--- config.mk ---
export PLATFORM = sky130hd
export DESIGN_NAME = spi_master_nch_flat
export DESIGN_NICKNAME = d
export VERILOG_FILES = /design/src/rtl/spi_master_nch_if.sv /design/src/rtl/spi_master_nch.sv /design/src/flat_wrapper.sv
export SDC_FILE = /design/constraint.sdc
export NUM_CORES = 1
export LEC_CHECK = 0
export CORE_MARGIN = 8
export CORE_UTILIZATION = 52
export CTS_BUF_LIST = sky130_fd_sc_hd__clkbuf_4 sky130_fd_sc_hd__clkbuf_8
export DETAILED_ROUTE_END_ITERATION = 7
export PLACE_DENSITY = 0.78
export SYNTH_ARGS = -nofsm -noshare
export SYNTH_HDL_FRONTEND = slang
export SYNTH_SLANG_ARGS = --single-unit
--- constraint.sdc ---
create_clock -name spi_clk_i -period 6.3 [get_ports spi_clk_i]
set_input_delay 1.26 -clock spi_clk_i [delete_from_list [all_inputs] [get_ports spi_clk_i]]
set_output_delay 1.26 -clock spi_clk_i [all_outputs]
set_load 0.02 [all_outputs]
--- src/rtl/spi_master_nch_if.sv ---
// Pin and control bundle of spi_master_nch: start/done toward the control FSM,
// SCK/MOSI/MISO/SS toward the SPI bus, plus the FSM state for observation.
interface spi_master_nch_if #(
    parameter int DATA_W = 48,
    parameter int NSS    = 2,
    parameter int DIV_W  = 8
);
    localparam int LEN_W = $clog2(DATA_W + 1);
    localparam int SEL_W = (NSS > 1) ? $clog2(NSS) : 1;

    logic              spi_start_i;
    logic [1:0]        spi_mode_i;
    logic              spi_fbo_i;
    logic [DIV_W-1:0]  clock_divider_i;
    logic [LEN_W-1:0]  spi_len_i;
    logic [SEL_W-1:0]  spi_ss_sel_i;
    logic              spi_hold_ss_i;
    logic [DATA_W-1:0] transmission_data_i;
    logic [DATA_W-1:0] received_data_o;
    logic              done;
    logic              spi_busy_o;
    logic              SCK;
    logic              MOSI;
    logic              MISO;
    logic [NSS-1:0]    SS;
    logic [2:0]        dbg_state;

    modport master (
        input  spi_start_i, spi_mode_i, spi_fbo_i, clock_divider_i, spi_len_i,
               spi_ss_sel_i, spi_hold_ss_i, transmission_data_i, MISO,
        output received_data_o, done, spi_busy_o, SCK, MOSI, SS, dbg_state
    );

    modport slave (
        output spi_start_i, spi_mode_i, spi_fbo_i, clock_divider_i, spi_len_i,
               spi_ss_sel_i, spi_hold_ss_i, transmission_data_i, MISO,
        input  received_data_o, done, spi_busy_o, SCK, MOSI, SS, dbg_state
    );
endinterface

--- src/rtl/spi_master_nch.sv ---
// SPI master: runtime frame length up to DATA_W, all four modes, MSB/LSB first,
// multiple active-low slave selects with optional hold between frames.
module spi_master_nch #(
    parameter int DATA_W = 48,
    parameter int NSS    = 2,
    parameter int DIV_W  = 8
) (
    input logic               spi_clk_i,
    input logic               spi_rst_i,
    spi_master_nch_if.master  bus
);
    localparam int LEN_W  = $clog2(DATA_W + 1);
    localparam int SEL_W  = (NSS > 1) ? $clog2(NSS) : 1;
    localparam int EDGE_W = LEN_W + 1;

    typedef enum logic [2:0] {IDLE, LEAD, XFER, TRAIL, DONE} state_t;

    state_t            state_q, state_d;
    logic [DIV_W-1:0]  div_q, cnt_q;
    logic [LEN_W-1:0]  len_q, tx_n_q, rx_n_q, len_in;
    logic [EDGE_W-1:0] edge_q, len2;
    logic              cpha_q, fbo_q, hold_q;
    logic [DATA_W-1:0] tx_q, rx_q, rx_out_q;
    logic              sck_q, mosi_q;
    logic [NSS-1:0]    ss_q, ss_dec;
    logic              hp_end, toggle, lead_edge, last_edge, sample, drive;

    // Handshake: spi_start_i is taken only in IDLE (held or pulsed, one frame
    // per acceptance); done pulses for exactly one cycle as spi_busy_o drops.
    function automatic logic [LEN_W-1:0] bit_pos(input logic [LEN_W-1:0] len,
                                                 input logic fbo,
                                                 input logic [LEN_W-1:0] n);
        return fbo ? n : (len - LEN_W'(1) - n);
    endfunction

    always_comb begin
        len_in = bus.spi_len_i;
        if (bus.spi_len_i == '0 || bus.spi_len_i > LEN_W'(DATA_W))
            len_in = LEN_W'(DATA_W);
        ss_dec = '1;
        for (int i = 0; i < NSS; i++)
            ss_dec[i] = (bus.spi_ss_sel_i != SEL_W'(i));
    end

    // Edge k (1-based) is leading when odd; edge_q holds edges already made.
    assign len2      = {len_q, 1'b0};
    assign hp_end    = (cnt_q == '0);
    assign toggle    = hp_end && (state_q == LEAD || (state_q == XFER && edge_q != len2));
    assign lead_edge = ~edge_q[0];
    assign last_edge = ((edge_q + EDGE_W'(1)) == len2);
    assign sample    = toggle && (cpha_q ? ~lead_edge : lead_edge);
    assign drive     = toggle && (cpha_q ? lead_edge : (~lead_edge && ~last_edge));

    always_ff @(posedge spi_clk_i or posedge spi_rst_i) begin
        if (spi_rst_i) state_q <= IDLE;
        else           state_q <= state_d;
    end

    always_comb begin
        state_d = state_q;
        unique case (state_q)
            IDLE:    if (bus.spi_start_i) state_d = LEAD;
            LEAD:    if (hp_end) state_d = XFER;
            XFER:    if (hp_end && edge_q == len2) state_d = TRAIL;
            TRAIL:   if (hp_end) state_d = DONE;
            DONE:    state_d = IDLE;
            default: state_d = IDLE;
        endcase
    end

    always_ff @(posedge spi_clk_i or posedge spi_rst_i) begin
        if (spi_rst_i) begin
            div_q <= '0; cnt_q <= '0; len_q <= '0; tx_n_q <= '0; rx_n_q <= '0;
            edge_q <= '0; cpha_q <= 1'b0; fbo_q <= 1'b0; hold_q <= 1'b0;
            tx_q <= '0; rx_q <= '0; rx_out_q <= '0;
            sck_q <= 1'b0; mosi_q <= 1'b1; ss_q <= '1;
        end else if (state_q == IDLE) begin
            sck_q  <= bus.spi_mode_i[1];
            mosi_q <= 1'b1;
            if (bus.spi_start_i) begin
                div_q  <= bus.clock_divider_i;
                cnt_q  <= bus.clock_divider_i;
                len_q  <= len_in;
                cpha_q <= bus.spi_mode_i[0];
                fbo_q  <= bus.spi_fbo_i;
                hold_q <= bus.spi_hold_ss_i;
                tx_q   <= bus.transmission_data_i;
                rx_q   <= '0;
                edge_q <= '0;
                rx_n_q <= '0;
                ss_q   <= ss_dec;
                // CPHA=0 presents the first bit for the whole LEAD half-period.
                if (!bus.spi_mode_i[0]) begin
                    mosi_q <= bus.transmission_data_i[bit_pos(len_in, bus.spi_fbo_i, '0)];
                    tx_n_q <= LEN_W'(1);
                end else begin
                    tx_n_q <= '0;
                end
            end
        end else begin
            cnt_q <= hp_end ? div_q : (cnt_q - DIV_W'(1));
            if (toggle) begin
                sck_q  <= ~sck_q;
                edge_q <= edge_q + EDGE_W'(1);
            end
            if (sample) begin
                rx_q[bit_pos(len_q, fbo_q, rx_n_q)] <= bus.MISO;
                rx_n_q <= rx_n_q + LEN_W'(1);
            end
            if (drive) begin
                mosi_q <= tx_q[bit_pos(len_q, fbo_q, tx_n_q)];
                tx_n_q <= tx_n_q + LEN_W'(1);
            end
            if (state_q == TRAIL && hp_end) begin
                rx_out_q <= rx_q;
                mosi_q   <= 1'b1;
                if (!hold_q) ss_q <= '1;
            end
        end
    end

    assign bus.received_data_o = rx_out_q;
    assign bus.done            = (state_q == DONE);
    assign bus.spi_busy_o      = (state_q == LEAD) || (state_q == XFER) || (state_q == TRAIL);
    assign bus.SCK             = sck_q;
    assign bus.MOSI            = mosi_q;
    assign bus.SS              = ss_q;
    assign bus.dbg_state       = state_q;
endmodule
--- src/flat_wrapper.sv ---
// flat-port wrapper written by rule: the top's interface ports become plain ports
module spi_master_nch_flat 
#(
    parameter int DATA_W = 48,
    parameter int NSS    = 2,
    parameter int DIV_W  = 8
)
  (spi_clk_i, spi_rst_i, bus_spi_start_i, bus_spi_mode_i, bus_spi_fbo_i, bus_clock_divider_i, bus_spi_len_i, bus_spi_ss_sel_i, bus_spi_hold_ss_i, bus_transmission_data_i, bus_MISO, bus_received_data_o, bus_done, bus_spi_busy_o, bus_SCK, bus_MOSI, bus_SS, bus_dbg_state);
  spi_master_nch_if #(.DATA_W(DATA_W), .NSS(NSS), .DIV_W(DIV_W)) bus_i ();
  input logic spi_clk_i;
  input logic spi_rst_i;
  input wire logic [$bits(bus_i.spi_start_i)-1:0] bus_spi_start_i;
  input wire logic [$bits(bus_i.spi_mode_i)-1:0] bus_spi_mode_i;
  input wire logic [$bits(bus_i.spi_fbo_i)-1:0] bus_spi_fbo_i;
  input wire logic [$bits(bus_i.clock_divider_i)-1:0] bus_clock_divider_i;
  input wire logic [$bits(bus_i.spi_len_i)-1:0] bus_spi_len_i;
  input wire logic [$bits(bus_i.spi_ss_sel_i)-1:0] bus_spi_ss_sel_i;
  input wire logic [$bits(bus_i.spi_hold_ss_i)-1:0] bus_spi_hold_ss_i;
  input wire logic [$bits(bus_i.transmission_data_i)-1:0] bus_transmission_data_i;
  input wire logic [$bits(bus_i.MISO)-1:0] bus_MISO;
  output wire logic [$bits(bus_i.received_data_o)-1:0] bus_received_data_o;
  output wire logic [$bits(bus_i.done)-1:0] bus_done;
  output wire logic [$bits(bus_i.spi_busy_o)-1:0] bus_spi_busy_o;
  output wire logic [$bits(bus_i.SCK)-1:0] bus_SCK;
  output wire logic [$bits(bus_i.MOSI)-1:0] bus_MOSI;
  output wire logic [$bits(bus_i.SS)-1:0] bus_SS;
  output wire logic [$bits(bus_i.dbg_state)-1:0] bus_dbg_state;
  assign bus_i.spi_start_i = bus_spi_start_i;
  assign bus_i.spi_mode_i = bus_spi_mode_i;
  assign bus_i.spi_fbo_i = bus_spi_fbo_i;
  assign bus_i.clock_divider_i = bus_clock_divider_i;
  assign bus_i.spi_len_i = bus_spi_len_i;
  assign bus_i.spi_ss_sel_i = bus_spi_ss_sel_i;
  assign bus_i.spi_hold_ss_i = bus_spi_hold_ss_i;
  assign bus_i.transmission_data_i = bus_transmission_data_i;
  assign bus_i.MISO = bus_MISO;
  assign bus_received_data_o = bus_i.received_data_o;
  assign bus_done = bus_i.done;
  assign bus_spi_busy_o = bus_i.spi_busy_o;
  assign bus_SCK = bus_i.SCK;
  assign bus_MOSI = bus_i.MOSI;
  assign bus_SS = bus_i.SS;
  assign bus_dbg_state = bus_i.dbg_state;
  spi_master_nch #(.DATA_W(DATA_W), .NSS(NSS), .DIV_W(DIV_W)) u_core (.spi_clk_i(spi_clk_i), .spi_rst_i(spi_rst_i), .bus(bus_i));
endmodule
Yosys cells after proc, flatten, opt, wreduce, memory -nomap -nowiden
Index checks and enable logic that the tools add are counted.
Operators by class
  shift operators: 0
  bitwise logic cells: 5
  $lt $le $gt $ge: 5
  multiplexer cells: 45
  reduce and logical (&&, ||, !) cells: 27
  multiply operators: 0
  eq/ne operators: 12
  $add $sub $neg: 8
  divide/modulo/power cells: 0
Operators by type and width (number)
  $mux W48: 3
  $mux W6: 10
  $bwmux W48: 1
  $mux W8: 3
  $lt A6 B7 Y1 const B: 3
  $mux W7: 3
  $eq A7 B7 Y1: 2
  $mux W1: 13
  $add A6 B1 Y6 const B: 2
  $bmux W1 S6: 2
  $mux W3: 4
  $pmux W3 S4: 1
  $sub A6 B1 Y6 const B: 2
  $sub A6 B6 Y6: 2
  $reduce_and A2 Y1: 5
  $logic_and A1 B1 Y1: 8
  $logic_not A8 Y1: 1
  $mux W2: 4
  $reduce_bool A2 Y1: 4
  $sub A8 B1 Y8 const B: 1
  $add A7 B1 Y7 const B: 1
  $ne A7 B7 Y1: 1
  $demux W1 S6: 1
  $eq A3 B2 Y1 const B: 2
  13 further kinds: 23
Storage, ports and cells
  bits in registers: 195
  word-level logic and storage cells: 118
  memories: 0
  memory bits (writable): 0
  latch bits: 0
  output and inout bits: 57
  bits of input ports: 71
  ROM bits: 0

Depth between registers and ports, before layout
  word-level depth: 10
  depth in mapped cells: 14
  gate-level depth less buffers: 12

Worst setup path before layout
Ideal clock, no wire load.
  kind: input to register
  start point: in bus_spi_len_i[0]
  end point: reg u_core.mosi_q, in the netlist u_core.bus.MOSI
  setup slack: 2.349 ns
  cell stages on the path: 11
  arrival time: 3.872 ns
  path buffers: 2
  required time: 6.221 ns
  cells stage by stage: a21boi_1 inv_2 clkbuf_1 ha_1 xnor2_1 clkbuf_1 mux4_2 a21oi_1 a22oi_1 a211o_1 o211a_1
On the way
  cells in the longest elaborated chain, start to end: 10
Ends and longest elaborated chain
  from (decl): line flat_wrapper.sv:16  | input wire logic [$bits(bus_i.spi_len_i)-1:0] bus_spi_len_i;
  $gt A6 B6 Y1 or $logic_not A6 Y1 (tied branches): line spi_master_nch.sv:38  | if (bus.spi_len_i == '0 || bus.spi_len_i > LEN_W'(DATA_W))
  $logic_or A1 B1 Y1: line spi_master_nch.sv:38
  $mux W6 (*): line spi_master_nch.sv:38
  $sub A6 B1 Y6 (*): line spi_master_nch.sv:33  | return fbo ? n : (len - LEN_W'(1) - n);
  $mux W6 (*): line spi_master_nch.sv:33
  $bmux W1 S6 (*): line spi_master_nch.sv:94  | mosi_q <= bus.transmission_data_i[bit_pos(len_in, bus.spi_fbo_i, '0)];
  $mux W1 (not written as such) (*): line spi_master_nch.sv:94
  $mux W1 (*): line spi_master_nch.sv:93  | if (!bus.spi_mode_i[0]) begin
  $mux W1 (*): line spi_master_nch.sv:80  | if (bus.spi_start_i) begin
  $mux W1 (*): line spi_master_nch.sv:77  | end else if (state_q == IDLE) begin
  to (signal assigned): line spi_master_nch.sv:94
  to (signal assigned): line spi_master_nch.sv:111  | mosi_q <= tx_q[bit_pos(len_q, fbo_q, tx_n_q)];
  to (decl): line spi_master_nch.sv:24  | logic sck_q, mosi_q;
Every way passes the cells marked *; elsewhere a longest branch is shown, timed or not. The select of a mux whose other input is x is not followed.
A chain may end at the register's enable or synchronous reset.

Worst setup path in the final report
  start point: in bus_spi_len_i[5]
  end point: reg u_core.mosi_q, in the netlist u_core.bus.MOSI
The elaborated chain is that of the path after synthesis.

==> run summary <==
The run finished with clean final reports. The total setup violations reported at the end of the flow came out at 0. The area of the placeable core is 0.0195 sq mm. Measured in cells, the most critical reg-to-reg path has a length of 10. The area growth from synthesis to layout is 17.3%. The async set-or-reset flop fraction in the synthesized netlist is 1.00. The path category of the worst min-delay check is flip-flop to flip-flop.

On the worst path, the slowest cell contributes a delay of 0.61 ns. The pin slew with the least headroom to its limit is roughly 1.1 ns. The non-filler instance count after layout came out at 1,444. The die extent in x is 157 um. After synthesis, the largest family of logic cells by area is simple AND/OR/NAND/NOR gates.

The die height is approximately 160 um. The count of standard-cell rows is 51. Dividing the detail-routed wire length by the instance count gives 18.4 um.

Across all hold checks on the routed design, the worst slack comes to 0.480 ns. Traced cell by cell, the critical path runs through clkdlybuf4s50_1 > a21boi_1 > buf_4 > inv_2 > ha_1 > inv_1 > nor4b_1 > a31oi_1 > a31oi_1 > o21bai_1 > a221oi_1 > a211o_1 > o211a_1. The simple-gate area share of the yosys netlist is 0.185. The number of antenna violations at the first check in global routing came to 0. Of the available clock period, the critical path in the final layout requires 0.650. The count of nets left with antenna violations after detail routing came out at 0. The estimated wirelength of the detail-placed design is 17,900 um. The worst register-to-register path ends at u_core.rx_q[18]$_DFFE_PP0P_. The initial utilization of the core area, before any placement, comes to 0.533. The first global-routing pass estimated 43,300 um of wire. The clock tree synthesis step divided the H-tree into 4 levels. The number of nets at the end of the flow is between 1,000 and 1,500. The number of sinks on the clock net is 195.

The predominant post-synthesis flop cell is dfrtp_1. The total I/O pin count is 128. The relative contribution of sequential cells to total power is 0.320. Across the run, the number of max-cap violations was 0. The complex-gate fraction of the synthesized area is 0.151. The fraction of synthesized cell area in xor and xnor cells came out at 0.0295. The peak ir drop on the vdd network is 0.699 mV. The minimum clock period after layout came out at between 4 and 5 ns. The number of global-route vias before repair came out at 8,498. The number of detailed-routing iterations run before antenna repair came out at 5. The top cell types in the final layout, fill and taps aside, are nand2_1, dfrtp_1, clkdlybuf4s50_1, nand3_1, o21ai_0. Cell internal power was estimated by the tool at ~3.0 mW. The post-placement worst setup slack is 1.78 ns. The type of destination of the critical path is a flip-flop. Setup repair after global routing left no endpoint under its margin. The number of DRC markers in iteration 0 is 897. In this design, the critical path's most frequently occurring cell is a31oi_1. The count of unique library cells instantiated by Yosys came out at 68. Yosys printed 0 warnings. The clock root buffer master is clkbuf_8. Of the total power, the clock network draws 0.142. The multiplexer area fraction after synthesis is 0.0992. The number of gates given a new drive strength after cts came out at 0. The source-to-sink clock delay at the later pin of the worst-skew pair came out at 0.49 ns. The final weighted congestion of routability-driven global placement came out at 0.927. The register bit count reported by yosys came out at 195. The portion of the post-synthesis area used by sequential elements is 0.469. The number of setup buffers added after CTS came out at 0.

In this run the worst path has a maximum fanout of 17. The worst setup path is launched from a primary input. The count of buffers from port buffering came out at 127. The number of max-slew violations in the final report was 0.

The worst setup path startpoint is bus_spi_len_i[5]. For this block, the routed nets add up to 26,600 um of wire. Based on the critical path, the design can be clocked at up to 0.244 GHz.

The switching power share of the total came out at 0.491. The number of buffers added by the clock tree synthesis step is 17. The setup TNS is 0 ns. The startpoint identified for the worst register-to-register timing path is u_core.cnt_q[0]$_DFFE_PP0N_.

The global-route congestion overflow total is 0. The share of post-route cells with drive strength above 1 is 0.106. After routing the design area is 0.0122 sq mm. The cell leakage power is between 5 and 6 nW. Counting along the longest clock path gives a buffer depth of 2.

The post-synthesis cell area is roughly 0.010 sq mm. The TritonCTS clock tree is yes. The critical path is of the primary input to flip-flop type. The maximum number of pins on one net before global-route repair came out at ~200. Of the total synthesized cell area, the portion taken by full adders, half adders and majority gates is 0.0231. Once placement completed, the tool counted placed cells totaling 1,412.

The power share of the combinational group is 0.538. The overall die area came out at 0.0248 sq mm. The detailed router placed roughly 8,600 vias in this run. For this design the ratio of total power to cell area is 481 mW/mm^2. The required time at the worst-slack endpoint is between 6 and 7 ns. Once layout is complete, the utilization of the core stands at 0.625. The arrival time reported for the critical path endpoint came out at 4.51 ns. The most critical setup path has its endpoint at u_core.bus.MOSI$_DFFE_PP1P_. The number of buffers inserted for hold repair after clock tree synthesis is 0. Setup slack closes at around 2.2 ns. The cell area after placement is 0.0118 sq mm. Across every metal layer, demand over resource in global routing totals 0.217. The number of antenna cells inserted is 0. The synthesized net count came out at 1,185. Counting flops with a built-in enable in the synthesized netlist gives 0. The number of endpoints with negative hold slack in the final report came to 0. The clock-pin slew reported for the worst setup and hold paths after clock tree synthesis is 0.11 ns. Clock skew on the completed layout was measured at 0.0269 ns. The headroom to the max-slew limit came out at 0.269.

The detail-routed via count per cell came out at about 6. The per-instance average area after synthesis came out at 9.49 sq um. The worst register-to-register path has a setup slack of 2.46 ns.

The critical path's slowest cell is clkdlybuf4s50_1. Leaving out fill and tap cells, the most frequent cell in the layout is nand2_1. The switching power total came out at around 2.9 mW. For this run, design rule violations remaining after detail routing come to 0. The number of standard cells after synthesis came out at 1,096. The overall power consumption came out at 5.87 mW.
synth_stat cells (4+ instances only):
library cell  number  share of area
o31ai_1            7         0.0050
nand2b_1          13         0.0078
o211ai_1           9         0.0065
o311ai_1          24          0.020
or3_1              6         0.0036
nand3_1           61          0.029
mux2i_1           30          0.029
a31oi_1            7         0.0042
a21o_1             4         0.0029
ha_1              16          0.019
o41ai_1           37          0.031
o311ai_0          20          0.017
mux2_2            53          0.057
o21ai_0           57          0.027
a211oi_1           5         0.0036
dfrtp_1          192           0.46
nor2b_1            6         0.0036
nor2_1            44          0.016
nand2_2            4         0.0024
buf_2              4         0.0019
a21oi_1           16         0.0077
mux4_2             6          0.013
inv_1             23         0.0083
and3_1             5         0.0030
nand2_1          237          0.085
nor3_1            25          0.012
xnor2_1           22          0.019
clkbuf_1          77          0.028
or4_1              4         0.0029
xor2_1            13          0.011
nand4_1            6         0.0036
flip-flops by register name (all words and copies together), names as in the netlist, 3 cells and up:
signal                      count
u_core.bus.received_data_o     48
u_core.rx_q                    48
u_core.tx_q                    48
u_core.cnt_q                    8
u_core.div_q                    8
u_core.edge_q                   7
u_core.len_q                    6
u_core.rx_n_q                   6
u_core.tx_n_q                   6
u_core.bus.dbg_state            3
power by group through the flow:
| stage | clock (mW) | sequential (mW) | combinational (mW) |
|---|---|---|---|
| detailed placement | 0 | 1.89 | 3.12 |
| finish | 0.836 | 1.88 | 3.16 |
| global route | 0.896 | 1.92 | 3.51 |
| floorplan | 0 | 1.79 | 2.48 |
| CTS | 0.851 | 1.87 | 3.13 |
| global placement | 0 | 1.88 | 3.03 |
worst min-delay path by stage:
stage,from,endpoint,slack (ns),cells past startpoint
5_1_grt,u_core.tx_q[36]$_DFFE_PP0P_,u_core.tx_q[36]$_DFFE_PP0P_,0.50,2
3_5_place_dp,u_core.tx_q[24]$_DFFE_PP0P_,u_core.tx_q[24]$_DFFE_PP0P_,0.46,2
2_1_floorplan,u_core.tx_q[0]$_DFFE_PP0P_,u_core.tx_q[0]$_DFFE_PP0P_,0.44,2
4_1_cts,u_core.tx_q[24]$_DFFE_PP0P_,u_core.tx_q[24]$_DFFE_PP0P_,0.48,2
6_report,u_core.tx_q[24]$_DFFE_PP0P_,u_core.tx_q[24]$_DFFE_PP0P_,0.48,2
3_3_place_gp,u_core.tx_q[8]$_DFFE_PP0P_,u_core.tx_q[8]$_DFFE_PP0P_,0.45,2
layer usage:
| metal | GRT usage | share of wire |
|---|---|---|
| met4 | 0.0666 | 0.020 |
| met5 | 0 | 0 |
| met3 | 0.0425 | 0.059 |
| met2 | 0.353 | 0.48 |
| met1 | 0.288 | 0.44 |
kinds of logic after synthesis:
family,Yosys count
xor+xnor,35
simple gates,430
mux,89
buf+inv,112
fa+ha+maj,18
flops,195
compound gates,217
final cells by class:
class | instances | area, sq um
repair buffers | 139 | 1370
well taps | 265 | 332
clock inverters | 15 | 186
multi-input cells | 789 | 5110
inverters | 24 | 93.8
fillers | 1673 | 7320
flip-flops and latches | 195 | 4880
clock buffers | 17 | 234
critical path: cells and delay by family:
family / cells / cell delay, ns
and+or+nand+nor: 1 / 0.33
AOI/OAI and AO/OA: 7 / 1.13
buffers and inverters: 4 / 1.25
adders and majority gates: 1 / 0.53
No activity file was read; power rests on OpenSTA's default activity.
